===== src/rtl/addsub_result_decoder.sv =====
// Output-side checker for the signed add/sub unit.
// Each accepted transaction is latched. The magnitudes of a, b and res are
// converted to BCD by double-dabble, one bit per cycle. The result and the
// overflow are rederived from the latched operands, and err flags any disagreement.
module addsub_result_decoder #(
  parameter int WIDTH  = 8,
  parameter int DIGITS = 3
) (
  input  logic                  clk,
  input  logic                  rst,
  input  logic                  in_valid,
  output logic                  in_ready,
  input  logic [WIDTH-1:0]      a,
  input  logic [WIDTH-1:0]      b,
  input  logic                  opcode,
  input  logic [WIDTH-1:0]      res,
  input  logic                  flag,
  output logic                  out_valid,
  input  logic                  out_ready,
  output logic                  a_sign,
  output logic                  b_sign,
  output logic                  r_sign,
  output logic [4*DIGITS-1:0]   a_bcd,
  output logic [4*DIGITS-1:0]   b_bcd,
  output logic [4*DIGITS-1:0]   r_bcd,
  output logic                  ovf,
  output logic                  err
);

  localparam int BW = 4 * DIGITS;
  localparam int CW = $clog2(WIDTH + 1);
  localparam logic [CW-1:0]    LAST = CW'(WIDTH - 1);
  localparam logic [WIDTH-1:0] ONE  = WIDTH'(1);

  typedef enum logic [1:0] {IDLE, CONV, DONE} state_t;

  state_t state, state_nxt;

  // Latched transaction
  logic signed [WIDTH-1:0] a_q, b_q, res_q;
  logic                    op_q, flag_q;
  logic                    as_q, bs_q, rs_q;

  // Double-dabble working registers
  logic [WIDTH-1:0]  a_mag, b_mag, r_mag;
  logic [BW-1:0]     a_acc, b_acc, r_acc;
  logic [CW-1:0]     cnt;

  logic [BW+WIDTH-1:0] a_step, b_step, r_step;
  logic signed [WIDTH-1:0] exp_res, b_eff;
  logic                exp_ovf, err_calc;
  logic                accept, last_step;

  // Two's complement magnitude as an unsigned value, so the most negative code maps to 2^(WIDTH-1)
  function automatic logic [WIDTH-1:0] magnitude(input logic [WIDTH-1:0] v);
    return v[WIDTH-1] ? (~v + ONE) : v;
  endfunction

  // One double-dabble step: add 3 to every digit >= 5, then shift {bcd, mag} left by one
  function automatic logic [BW+WIDTH-1:0] dabble(input logic [BW-1:0] bcd,
                                                 input logic [WIDTH-1:0] mag);
    logic [BW-1:0] t;
    t = bcd;
    for (int i = 0; i < DIGITS; i++) begin
      if (t[4*i +: 4] >= 4'd5) t[4*i +: 4] = t[4*i +: 4] + 4'd3;
    end
    return {t, mag} << 1;
  endfunction

  assign a_step = dabble(a_acc, a_mag);
  assign b_step = dabble(b_acc, b_mag);
  assign r_step = dabble(r_acc, r_mag);

  // Expected result and overflow from the latched operands, all modulo 2^WIDTH
  assign b_eff    = op_q ? ~b_q : b_q;
  assign exp_res  = op_q ? (a_q - b_q) : (a_q + b_q);
  assign exp_ovf  = (a_q[WIDTH-1] == b_eff[WIDTH-1]) && (exp_res[WIDTH-1] != a_q[WIDTH-1]);
  assign err_calc = (res_q != exp_res) || (flag_q != exp_ovf);

  assign accept    = (state == IDLE) && in_valid;
  assign last_step = (state == CONV) && (cnt == LAST);

  // State register
  always_ff @(posedge clk or posedge rst) begin
    if (rst) state <= IDLE;
    else     state <= state_nxt;
  end

  // Next-state logic and handshake outputs
  always_comb begin
    state_nxt = state;
    in_ready  = 1'b0;
    out_valid = 1'b0;
    case (state)
      IDLE: begin
        in_ready = 1'b1;
        if (in_valid) state_nxt = CONV;
      end
      CONV: begin
        if (cnt == LAST) state_nxt = DONE;
      end
      DONE: begin
        out_valid = 1'b1;
        if (out_ready) state_nxt = IDLE;
      end
      default: state_nxt = IDLE;
    endcase
  end

  // Latch the transaction on acceptance, then step the conversion once per CONV cycle
  always_ff @(posedge clk or posedge rst) begin
    if (rst) begin
      a_q    <= '0;
      b_q    <= '0;
      res_q  <= '0;
      op_q   <= 1'b0;
      flag_q <= 1'b0;
      as_q   <= 1'b0;
      bs_q   <= 1'b0;
      rs_q   <= 1'b0;
      a_mag  <= '0;
      b_mag  <= '0;
      r_mag  <= '0;
      a_acc  <= '0;
      b_acc  <= '0;
      r_acc  <= '0;
      cnt    <= '0;
    end else if (accept) begin
      a_q    <= a;
      b_q    <= b;
      res_q  <= res;
      op_q   <= opcode;
      flag_q <= flag;
      as_q   <= a[WIDTH-1];
      bs_q   <= b[WIDTH-1];
      rs_q   <= res[WIDTH-1];
      a_mag  <= magnitude(a);
      b_mag  <= magnitude(b);
      r_mag  <= magnitude(res);
      a_acc  <= '0;
      b_acc  <= '0;
      r_acc  <= '0;
      cnt    <= '0;
    end else if (state == CONV) begin
      a_mag  <= a_step[WIDTH-1:0];
      b_mag  <= b_step[WIDTH-1:0];
      r_mag  <= r_step[WIDTH-1:0];
      a_acc  <= a_step[BW+WIDTH-1:WIDTH];
      b_acc  <= b_step[BW+WIDTH-1:WIDTH];
      r_acc  <= r_step[BW+WIDTH-1:WIDTH];
      cnt    <= cnt + CW'(1);
    end
  end

  // Publish results on the final step; they hold until the next transaction completes
  always_ff @(posedge clk or posedge rst) begin
    if (rst) begin
      a_sign <= 1'b0;
      b_sign <= 1'b0;
      r_sign <= 1'b0;
      a_bcd  <= '0;
      b_bcd  <= '0;
      r_bcd  <= '0;
      ovf    <= 1'b0;
      err    <= 1'b0;
    end else if (last_step) begin
      a_sign <= as_q;
      b_sign <= bs_q;
      r_sign <= rs_q;
      a_bcd  <= a_step[BW+WIDTH-1:WIDTH];
      b_bcd  <= b_step[BW+WIDTH-1:WIDTH];
      r_bcd  <= r_step[BW+WIDTH-1:WIDTH];
      ovf    <= flag_q;
      err    <= err_calc;
    end
  end

endmodule


===== config.mk =====
export PLATFORM = sky130hd
export DESIGN_NAME = addsub_result_decoder
export DESIGN_NICKNAME = d
export VERILOG_FILES = /design/src/rtl/addsub_result_decoder.sv
export SDC_FILE = /design/constraint.sdc
export NUM_CORES = 1
export LEC_CHECK = 0
export CAP_MARGIN = 10
export CORE_MARGIN = 2
export CORE_UTILIZATION = 62
export CTS_CLUSTER_DIAMETER = 60
export DETAILED_ROUTE_END_ITERATION = 10
export PLACE_DENSITY = 0.86
export SYNTH_ARGS = -nofsm -noshare
export SYNTH_HDL_FRONTEND = slang
export SYNTH_SLANG_ARGS = --single-unit

===== constraint.sdc =====
create_clock -name clk -period 11 [get_ports clk]
set_input_delay 2.2 -clock clk [delete_from_list [all_inputs] [get_ports clk]]
set_output_delay 2.2 -clock clk [all_outputs]
set_load 0.005 [all_outputs]

### Yosys cells after proc, flatten, opt, wreduce, memory -nomap -nowiden

Index checks and enable logic that the tools add are counted.

* word-level logic and storage cells: 103
* flip-flop bits (word level): 136
* output and inout port bits: 43
* input port bits: 30

* muxes and demuxes: 34
* bitwise gates (word level): 4
* magnitude comparators: 9
* reduce and logical (&&, ||, !) cells: 7
* equal/unequal tests: 10
* add/sub/neg operators: 15

Operator list (count)
* 2-to-1 mux 8 bit: 11
* 2-to-1 mux 12 bit: 6
* >= comparator 4 x 3 -> 1 bit (second input constant): 9
* 2-to-1 mux 4 bit: 8
* inverter 8 bit: 4
* adder 4 x 2 -> 4 bit (second input constant): 6
* adder 8 x 1 -> 8 bit (second input constant): 3
* adder 3 x 2 -> 3 bit (second input constant): 3
* 2-to-1 mux 3 bit: 3
* adder 8 bit: 1
* inequality test 8 bit: 1
* subtractor 8 bit: 1
* 2-to-1 mux 2 bit: 3
* case mux 2 bit (3 select lines): 1
* adder 4 x 1 -> 4 bit (second input constant): 1
* equality test 4 x 3 -> 1 bit (second input constant): 1
* inequality test 2 bit (second input constant): 2
* logical AND 1 bit: 3
* AND reduction 3 bit: 1
* equality test 2 x 1 -> 1 bit (second input constant): 1
* equality test 2 bit (second input constant): 1
* zero test 2 bit: 1
* 2-to-1 mux 1 bit: 2
* inequality test 1 bit: 2
* other kinds (4): 4

### Longest topological paths before layout

Gate-level depths: netlist (run 1).

* depth in word-level cells: 6
* gate-level depth with buffers: 11
* gate-level depth less buffers: 11

### Least setup slack after synthesis (run 1)

No wires, ideal clock.

* path kind: input port to flip-flop
* from: input b[4]
* to: register b_mag[5]
* path buffers: 0
* setup slack: 7.817 ns
* arrival: 3.101 ns
* setup time: 0.082 ns
* data required time: 10.918 ns
* stages: 5
* path through: or3_1 -> o31ai_1 -> xnor2_1 -> nor2_1 -> a31oi_1

* word-level cells in the longest chain between the ends: 4

Ends and longest elaborated chain
* from (decl): RTL line 14 `input logic [WIDTH-1:0] b,`
* inverter 8 bit: RTL line 56 `return v[WIDTH-1] ? (~v + ONE) : v;`
* adder 8 x 1 -> 8 bit: RTL line 56
* 2-to-1 mux 8 bit: RTL line 56
* 2-to-1 mux 8 bit: RTL line 128 `end else if (accept) begin`
* to (signal assigned): RTL line 138 `b_mag <= magnitude(b);`
* to (signal assigned): RTL line 146 `b_mag <= b_step[WIDTH-1:0];`
* to (decl): RTL line 45 `logic [WIDTH-1:0] a_mag, b_mag, r_mag;`

No other way between the ends.
A chain may end at the register's enable or synchronous reset.

### Final worst setup path (run 1)

* from: register state[0]
* to: output out_valid

* word-level cells in the longest chain between the ends: 2

Ends and longest elaborated chain
* from (decl): RTL line 37 `state_t state, state_nxt;`
* from (signal assigned): RTL line 86 `else state <= state_nxt;`
* equality test 2 bit: RTL line 94 `case (state)`
* 2-to-1 mux 1 bit: RTL line 94
* to (decl): RTL line 18 `output logic out_valid,`

No other way between the ends.

==> run_results.csv, run 1 <==
group,metric,value,unit
floorplanning,rows,38,
grt,grt_pass1_vias,5540,
run_status,outcome,"finished clean",
timing,rsz0062_at_grt,"no",
setup_path,path_buf_inv,2,
synth,synth.area.top_cells,"dfrtp_1 (48%), nand2_1 (8.8%), ha_1 (5.4%)",
routing,dr_wl_met2,7.85,mm
routing,wl_met1,6.86,mm
clock_tree,path_clk_slew,0.06,ns
timing,fin_tns_setup,0,ns
synth,synth_nets,818,
routing,top_layer,"met4",
setup_path,path_cells,"nand2b_1, inv_1, clkdlybuf4s50_1",
floorplanning,die_area,0.0121,sq mm
synth,synth_top_area_share,47.9,%
timing,timing.final.crit_period,3.88,ns
routing,avgViaCountPerCell,5.81,
timing,setup_viol,0,
timing,fin_skew,0.00855,ns
routing,dr_wl_met3,1.00,mm
routing,firstDrtPassIters,5,
power_and_ir_drop,ir_drop,0.000203,V
cells_and_area,syn2layout_area_growth,19.8,%
placement,place_hpwl,10.6,mm
synth,ys_types,54,
floorplanning,die_w,110,um
power_and_ir_drop,p_per_area,336,mW/mm^2
clock_tree,cts_inserted_buffers,17,
setup_path,worstPathArrival,1.68,ns
grt,grt_pass1_wl,26.5,mm
clock_tree,clk_path_buf_depth,2,
timing,worst_pin_slew,1.07,ns
placement,io_buffers,72,
synth,synth_top_cell_by_area,"dfrtp_1",
clock_tree,clkSinkCount,133,
routing,wl_per_cell,16.6,um
synth,ys_warn_count,0,
floorplanning,start_util,63.8,%
grt,grt_remaining_overflow,0,
job,max_cap_violations,0,
routing,route.detailed.drc,0,
timing,fmax,0.258,GHz
setup_path,worstSetupStartpointType,"flop",
cells_and_area,antennaDiodeCount,0,
setup_path,end_kind,"primary output",
clock_tree,cts_tree,"built",
setup_path,cpLargestDelayFamily,"buffers and inverters",
floorplanning,num_io_pins,73,
synth,synthCells,757,
clock_tree,post_cts_buffers,0,
synth,ys_ff_latch,133,
clock_tree,clk_latency,0.53,ns
timing,setup_ws,7.12,ns
routing,vias,5615,
synth,synthArstFlopShare,100,%
grt,grt_max_degree,89,
timing,hold_viol,0,
timing,period_share,35.3,%
synth,netlist_area,0.00695,sq mm
power_and_ir_drop,p_leak,3.81,nW
placement,pre_cts_ws,6.77,ns
clock_tree,cts_resized,0,
grt,grt_usage,28.4,%
floorplanning,core_area,0.0109,sq mm
setup_path,worst-setup-path-type,"reg2out",
cells_and_area,nets,876,
clock_tree,root_buffer,"clkbuf_8",
routing,finalWirelength,16.0,mm
grt,antenna_found_initial,0,
cells_and_area,final_cell_mix,"nand2_1 (161), dfrtp_1 (133), clkdlybuf4s50_1 (72)",
clock_tree,hold_buffers,0,
synth,synth.avg_cell_area,9.18,sq um
setup_path,slowest_stage,"clkdlybuf4s50_1",
setup_path,required,8.80,ns
routing,drtIter0Drc,415,
floorplanning,dieHeight,110,um
clock_tree,htree_levels,4,
cells_and_area,fin_area,0.00833,sq mm
setup_path,crit_fanout,4,
cells_and_area,final_common_cell,"nand2_1",
placement,dpl_cell_area,0.00776,sq mm
cells_and_area,drive_gt1_share,6.77,%
synth,synth_edf_count,0,
timing,slew_viol_final,0,
worst_hold_path,hp-class,"reg2reg",
synth,synth-main-ff-cell,"dfrtp_1",
setup_path,slowest_delay,0.51,ns
placement,place_congestion,0.952,
routing,ant_nets,0,
timing,relSlewSlack,28.5,%
synth,synth.yosys.seq_area_share,47.9,%
[per-stage QoR]
step,power (mW),hold WS [ns],std cells,utilization [%]
2_1_floorplan,1.84,0.446,757,-
3_3_place_gp,2.14,0.463,936,71.3
4_1_cts,2.80,0.485,967,76.5
3_5_place_dp,2.23,0.472,936,71.3
5_1_grt,3.01,0.504,967,76.5
6_report,2.80,0.482,967,76.5
[path summary, 6_finish.rpt]
kind | from | to | slack [ns] | depth (start not counted)
max in group asynchronous | rst | r_sign$_DFFE_PP0P_ | 7.40 | 3
worst max-delay path | state[0]$_DFFE_PP0P_ | out_valid | 7.12 | 3
worst max register to register | b_q[0]$_DFFE_PP0P_ | err$_DFFE_PP0P_ | 8.07 | 11
worst min-delay path | r_bcd[9]$_DFFE_PP0P_ | r_bcd[9]$_DFFE_PP0P_ | 0.48 | 2
worst min register to register | r_bcd[9]$_DFFE_PP0P_ | r_bcd[9]$_DFFE_PP0P_ | 0.48 | 2
min in group asynchronous | rst | b_mag[4]$_DFFE_PP0P_ | 2.10 | 2
[cells in the mapped netlist, types with 2 or more instances]
cell type / number
a21o_1: 6
nor2_1: 33
o31ai_1: 9
o211a_1: 2
dfrtp_1: 133
ha_1: 30
nand2b_1: 16
mux2_2: 9
o21ai_0: 32
o21ai_1: 51
a21boi_0: 2
mux2i_1: 4
a31oi_1: 16
a22oi_1: 2
inv_1: 32
nand3_1: 31
or3_1: 2
buf_1: 2
xor2_1: 10
nor4_1: 2
nand2_1: 163
nor2b_1: 3
nor3_1: 20
nand4_1: 3
clkbuf_1: 36
nor3b_1: 9
a22o_1: 6
a21oi_1: 24
mux2_1: 7
xnor2_1: 38
[flip-flops by register name, indices dropped and copies added, names as in the netlist, 4 cells and up]
signal  flops
a_acc      12
a_bcd      12
a_mag       8
a_q         8
b_acc      12
b_bcd      12
b_mag       8
b_q         8
cnt         4
r_acc      12
r_bcd      12
r_mag       8
res_q       8
[tightest hold or removal path, delay by kind of cell (launching register included)]
family	cells	cell delay, ns
AO/OA/AOI/OAI	1	0.06
flip-flops	1	0.34
AND/OR/NAND/NOR	1	0.04
[cell type report]
type,instances,area [sq um]
Clock buffer,22,463
Clock inverter,9,103
Fill cell,732,2560
Inverter,32,123
Multi-Input combinational cell,553,3370
Sequential cell,133,3330
Tap cell,140,175
Timing Repair Buffer,78,766
[power by group]
| group | internal, mW | total (mW) | switching, mW |
|---|---|---|---|
| combinational | 0.624 | 1.36 | 0.739 |
| sequential | 0.709 | 0.892 | 0.182 |
| clock | 0.338 | 0.546 | 0.208 |
[cell families after synthesis]
family	count (synthesis)	share of synthesized area [%]
and+or+nand+nor	291	18.8
AOI/OAI and AO/OA	160	13.6
DFF	133	47.9
buffers and inverters	71	3.85
xor gates and xnor gates	51	7.00
adders and majority gates	31	5.69
muxes	20	3.17
[metal layers]
layer / vias up / global-route usage [%]
li1: 2682 / -
met1: 2704 / 37.6
met2: 197 / 47.1
met3: 32 / 6.34
met4: 0 / 8.23
met5: - / 0
(Power assumes the default switching activity.)
==> inputs of run 2 (changes only) <==
CORE_UTILIZATION = 57   (was 62)
PLACE_DENSITY = 0.8   (was 0.86)
clock period = 3.8 ns   (was 11 ns; I/O delays follow)
==> run 2 against run 1 <==
Critical path depth up 8. Clock skew down 0.0037 ns. Die area up 8.4%. Design area up 1.8%. Routed wire length up 0.22%. Count of clock-buffer cells in the layout down 2. Total power rose to 3.0 times the previous value. Clock power rose to 3.3 times the previous value. Combinational power rose to 2.9 times the previous value. First-iteration DRC count down 1.4%. Via count up 1.1%. Critical endpoint is now err$_DFFE_PP0P_. Highest routed layer unchanged.
==> run_results.csv, run 2 (synthesized netlist as in run 1, its figures left out) <==
group,metric,value,unit
run_status,outcome,"finished clean",
setup_path,worstPathArrival,3.12,ns
routing,drtIter0Drc,409,
routing,firstDrtPassIters,4,
clock_tree,cts_inserted_buffers,17,
grt,grt_max_degree,64,
setup_path,worst-setup-path-type,"reg2reg",
cells_and_area,nets,882,
setup_path,path_buf_inv,1,
grt,antenna_found_initial,0,
setup_path,worstSetupStartpointType,"flop",
timing,whs,0.477,ns
clock_tree,clk_path_buf_depth,2,
cells_and_area,syn2layout_area_growth,22.0,%
timing,rsz0062_at_grt,"no",
grt,grt_pass1_vias,5746,
timing,worst_pin_slew,0.891,ns
routing,vias,5675,
cells_and_area,final_util,70.9,%
placement,io_buffers,72,
routing,wl_per_cell,16.4,um
cells_and_area,drive_gt1_share,7.55,%
timing,fmax,0.353,GHz
clock_tree,clk_latency,0.42,ns
cells_and_area,final_cell_mix,"nand2_1 (161), dfrtp_1 (133), clkdlybuf4s50_1 (72)",
clock_tree,root_buffer,"clkbuf_16",
clock_tree,path_clk_slew,0.06,ns
setup_path,required,4.09,ns
cells_and_area,antennaDiodeCount,0,
clock_tree,post_cts_buffers,0,
setup_path,r2r_setup_slack,0.97,ns
floorplanning,start_util,58.1,%
power_and_ir_drop,power,8.35,mW
placement,place_hpwl,11.1,mm
floorplanning,rows,40,
timing,setup_viol,0,
timing,slew_viol_final,0,
timing,hold_viol,0,
power_and_ir_drop,p_leak,3.87,nW
setup_path,path_cells,"inv_1, ha_1, a21oi_1, xnor2_1, ha_1, nand2_1, a211o_1, a32o_1, xnor2_1, a2111oi_0, o31ai_1",
clock_tree,hold_buffers,0,
floorplanning,dieHeight,114,um
floorplanning,core_area,0.0120,sq mm
setup_path,slowest_stage,"a2111oi_0",
setup_path,end_kind,"flop",
routing,finalWirelength,16.1,mm
setup_path,slowest_delay,0.44,ns
grt,grt_pass1_wl,27.4,mm
cells_and_area,final_common_cell,"nand2_1",
routing,route.detailed.drc,0,
floorplanning,die_w,114,um
clock_tree,htree_levels,4,
setup_path,cpLargestDelayFamily,"compound AO/OA/AOI/OAI gates",
routing,ant_nets,0,
timing,relSlewSlack,40.6,%
floorplanning,num_io_pins,73,
timing,fin_skew,0.00489,ns
cells_and_area,fin_area,0.00848,sq mm
clock_tree,clkSinkCount,133,
power_and_ir_drop,p_per_area,984,mW/mm^2
clock_tree,cts_resized,0,
placement,dpl_cell_area,0.00783,sq mm
floorplanning,die_area,0.0131,sq mm
clock_tree,cts_tree,"built",
routing,avgViaCountPerCell,5.78,
power_and_ir_drop,ir_drop,0.000600,V
job,max_cap_violations,0,
placement,place_congestion,0.872,
grt,grt_usage,26.8,%
timing,timing.final.crit_period,2.83,ns
setup_path,crit_fanout,8,
grt,grt_remaining_overflow,0,
timing,fin_tns_setup,0,ns
worst_hold_path,hp-class,"reg2reg",
timing,period_share,74.5,%
## run 2: cell count changes in the layout (fill, tap and decap cells not counted), sizes merged
cell,delta
buf,+6
bufinv,+3
clkbuf,-2
clkinv,-1
clkinvlp,+1
## run 2: final cells by class
| type | count | area [sq um] |
|---|---|---|
| clock inverter | 12 | 200 |
| fill | 898 | 3480 |
| tap | 147 | 184 |
| inverter | 32 | 124 |
| timing repair buffer | 84 | 823 |
| multi-input combinational | 553 | 3370 |
| clock buffer | 20 | 457 |
| sequential | 133 | 3330 |
## run 2: metal layers
| metal | up-vias | GRT usage (%) | part of all wire [%] |
|---|---|---|---|
| li1 | 2700 | - | - |
| met1 | 2792 | 33.1 | 43 |
| met2 | 145 | 46.2 | 51 |
| met3 | 38 | 4.87 | 3.8 |
| met4 | 0 | 11.3 | 2.4 |
| met5 | - | 0 | 0 |
## run 2: metrics by stage
stage	instances	setup slack, ns
after detailed placement	949	1.01
after global routing	981	0.573
after floorplan	757	1.25
final	981	0.968
after global placement	949	1.09
after CTS	981	0.983
## run 2: power breakdown
part	switching, mW	total, mW	internal [mW]	leakage [nW]
clock	0.621	1.82	1.20	0.313
combinational	2.12	3.95	1.83	1.87
sequential	0.530	2.58	2.05	1.69
total	3.27	8.35	5.08	3.87
## run 2: path summary, 6_finish.rpt
| check | startpoint | endpoint | depth (start not counted) |
|---|---|---|---|
| min in group asynchronous | rst | b_mag[3]$_DFFE_PP0P_ | 2 |
| max reg2reg | b_q[0]$_DFFE_PP0P_ | err$_DFFE_PP0P_ | 11 |
| max in group asynchronous | rst | b_acc[11]$_DFFE_PP0P_ | 3 |
| min reg2reg | a_bcd[10]$_DFFE_PP0P_ | a_bcd[10]$_DFFE_PP0P_ | 2 |
| max | b_q[0]$_DFFE_PP0P_ | err$_DFFE_PP0P_ | 11 |
| min | a_bcd[10]$_DFFE_PP0P_ | a_bcd[10]$_DFFE_PP0P_ | 2 |
## run 2: worst register-to-register path: stages, from the launching register on
cell and delay, ns:
dfrtp_1 0.38, inv_1 0.09, ha_1 0.23, a21oi_1 0.16
xnor2_1 0.09, ha_1 0.36, nand2_1 0.07, a211o_1 0.25
a32o_1 0.34, xnor2_1 0.18, a2111oi_0 0.44, o31ai_1 0.13
==> inputs of run 3 (changes only) <==
CORE_UTILIZATION = 52   (was 57)
PLACE_DENSITY = 0.77   (was 0.8)
clock period = 2.6 ns   (was 3.8 ns; I/O delays follow)
==> run 3 against run 2 <==
The flow now finishes with violations (negative setup slack). Cell count grew 4.7%. Worst hold slack is essentially flat. Maximum frequency grew 7.1%. Total power grew 51%. Count of clock-buffer cells in the layout grew 4. Clock power grew 32%. Routed wire length grew 0.92%. First-iteration DRC count shrank 18%. Register-to-register slack lost 1.0 ns. Design area grew 2.5%. Largest power group unchanged. Highest routed layer unchanged.
==> run_results.csv, run 3 (synthesized netlist as in run 1, its figures left out) <==
group,metric,value,unit
run_status,outcome,"finished, violations left",
run_status,violations,"negative setup slack",
grt,grt_remaining_overflow,0,
cells_and_area,syn2layout_area_growth,25.1,%
grt,grt_pass1_vias,5858,
setup_path,end_kind,"flop",
routing,avgViaCountPerCell,5.58,
routing,vias,5734,
setup_path,cpLargestDelayFamily,"compound AO/OA/AOI/OAI gates",
worst_hold_path,min_path_cells,2,
setup_path,path_buf_inv,2,
worst_hold_path,min_to,"r_bcd[5]$_DFFE_PP0P_",
setup_path,r2r_setup_slack,-0.04,ns
cells_and_area,multi_input_area,0.00343,sq mm
timing,whs,0.477,ns
worst_hold_path,hp-class,"reg2reg",
routing,drtIter0Drc,337,
cells_and_area,final_util,66.2,%
cells_and_area,nets,901,
setup_path,ff2ff_path_depth,11,
power_and_ir_drop,p_per_area,1450,mW/mm^2
routing,wl_per_cell,15.8,um
grt,grt_usage,24.1,%
setup_path,required,2.89,ns
setup_path,r2r_start,"b_q[1]$_DFFE_PP0P_",
floorplanning,start_util,52.9,%
cells_and_area,fin_area,0.00869,sq mm
power_and_ir_drop,sequentialPowerShare,29.8,%
cells_and_area,final_cell_mix,"nand2_1 (161), dfrtp_1 (131), clkdlybuf4s50_1 (72)",
timing,period_share,102,%
floorplanning,num_io_pins,73,
placement,pre_cts_ws,-0.157,ns
timing,rsz0062_at_grt,"yes",
power_and_ir_drop,switchingPower,4.93,mW
timing,relSlewSlack,39.0,%
clock_tree,clkSinkCount,133,
power_and_ir_drop,swShare,39.1,%
setup_path,slowest_stage,"dfrtp_1",
power_and_ir_drop,pwr-share-clk,19.1,%
routing,finalWirelength,16.2,mm
timing,fin_tns_setup,-0.0432,ns
routing,ant_nets,0,
cells_and_area,drive_gt1_share,11.2,%
setup_path,slowest_delay,0.37,ns
placement,place_congestion,0.853,
power_and_ir_drop,p_comb_share,51.0,%
setup_path,crit_fanout,6,
setup_path,worst-setup-path-type,"reg2reg",
timing,worst_pin_slew,0.915,ns
routing,firstDrtPassIters,5,
clock_tree,clk_path_buf_depth,2,
cells_and_area,register_area,0.00333,sq mm
placement,place_hpwl,10.9,mm
timing,fmax,0.378,GHz
cells_and_area,antennaDiodeCount,0,
job,max_cap_violations,0,
floorplanning,dieHeight,120,um
clock_tree,clk_latency,0.42,ns
timing,fin_skew,0.00707,ns
cells_and_area,fillCellCount,1010,
clock_tree,htree_levels,4,
cells_and_area,final_common_cell,"nand2_1",
setup_path,path_cells,"inv_2, ha_4, mux2_4, inv_1, ha_1, nand2b_1, a211o_1, a32o_2, xnor3_1, o41ai_2, o31ai_1",
timing,slew_viol_final,0,
timing,setup_viol,1,
timing,hold_viol,0,
power_and_ir_drop,internal_power,7.69,mW
placement,io_buffers,72,
worst_hold_path,hold_start,"r_bcd[5]$_DFFE_PP0P_",
power_and_ir_drop,ir_drop,0.000722,V
floorplanning,die_area,0.0143,sq mm
cells_and_area,layout.cells.non_filler,1027,
grt,grt_max_degree,134,
clock_tree,path_clk_slew,0.06,ns
setup_path,r2r_end,"err$_DFFE_PP0P_",
power_and_ir_drop,p_leak,3.96,nW
clock_tree,cts_tree,"built",
placement,placedCellCount,992,
timing,timing.final.crit_period,2.64,ns
power_and_ir_drop,power,12.6,mW
clock_tree,cts_inserted_buffers,17,
grt,antenna_found_initial,0,
setup_path,worstSetupStartpointType,"flop",
placement,dpl_cell_area,0.00798,sq mm
floorplanning,core_area,0.0131,sq mm
routing,route.detailed.drc,0,
floorplanning,die_w,120,um
timing,setup_ws,-0.0432,ns
setup_path,worstPathArrival,2.93,ns
floorplanning,rows,42,
clock_tree,root_buffer,"clkbuf_16",
grt,grt_pass1_wl,27.5,mm
-- run 3: worst max path at each step --
stage          cells after the start               start              end
3_5_place_dp                      11  b_q[1]$_DFFE_PP0P_  err$_DFFE_PP0P_
5_1_grt                           11  b_q[1]$_DFFE_PP0P_  err$_DFFE_PP0P_
6_report                          11  b_q[1]$_DFFE_PP0P_  err$_DFFE_PP0P_
4_1_cts                           10  b_q[1]$_DFFE_PP0P_  err$_DFFE_PP0P_
3_3_place_gp                      11  b_q[1]$_DFFE_PP0P_  err$_DFFE_PP0P_
2_1_floorplan                     11  b_q[0]$_DFFE_PP0P_  err$_DFFE_PP0P_
-- run 3: layer usage --
layer  vias to the layer above  wire length, um  global-route usage (%)
li1                       2746                -                       -
met3                        42              650                    5.75
met4                         0              468                    10.9
met1                      2795             6840                    28.8
met2                       151             8250                    41.3
met5                         -                0                       0
-- run 3: tightest hold or removal path: cells and delay by family (launching register included) --
family,cells,cell delay (ns)
DFF,1,0.34
and+or+nand+nor,1,0.04
AOI/OAI and AO/OA,1,0.06
-- run 3: timing repair --
action,in CTS,in global routing
buffers inserted,5,0
resized for setup,16,5
pin swaps,8,3
setup endpoints to repair,1,1
hold buffers,0,0
-- run 3: power by group through the flow --
stage | logic (mW) | registers (mW) | clock network [mW]
after floorplan | 4.18 | 3.59 | 0
after global placement | 5.73 | 3.70 | 0
after detailed placement | 6.04 | 3.76 | 0
after CTS | 6.34 | 3.75 | 2.45
after global routing | 7.16 | 3.89 | 2.55
final | 6.44 | 3.77 | 2.41
-- run 3: cell type report --
type                            count  area share [%]
Sequential cell                   133            38.3
Timing Repair Buffer              103            11.3
Tap cell                          176            2.53
Clock buffer                       24            5.89
Multi-Input combinational cell    553            39.4
Inverter                           32            1.42
Clock inverter                      6            1.07
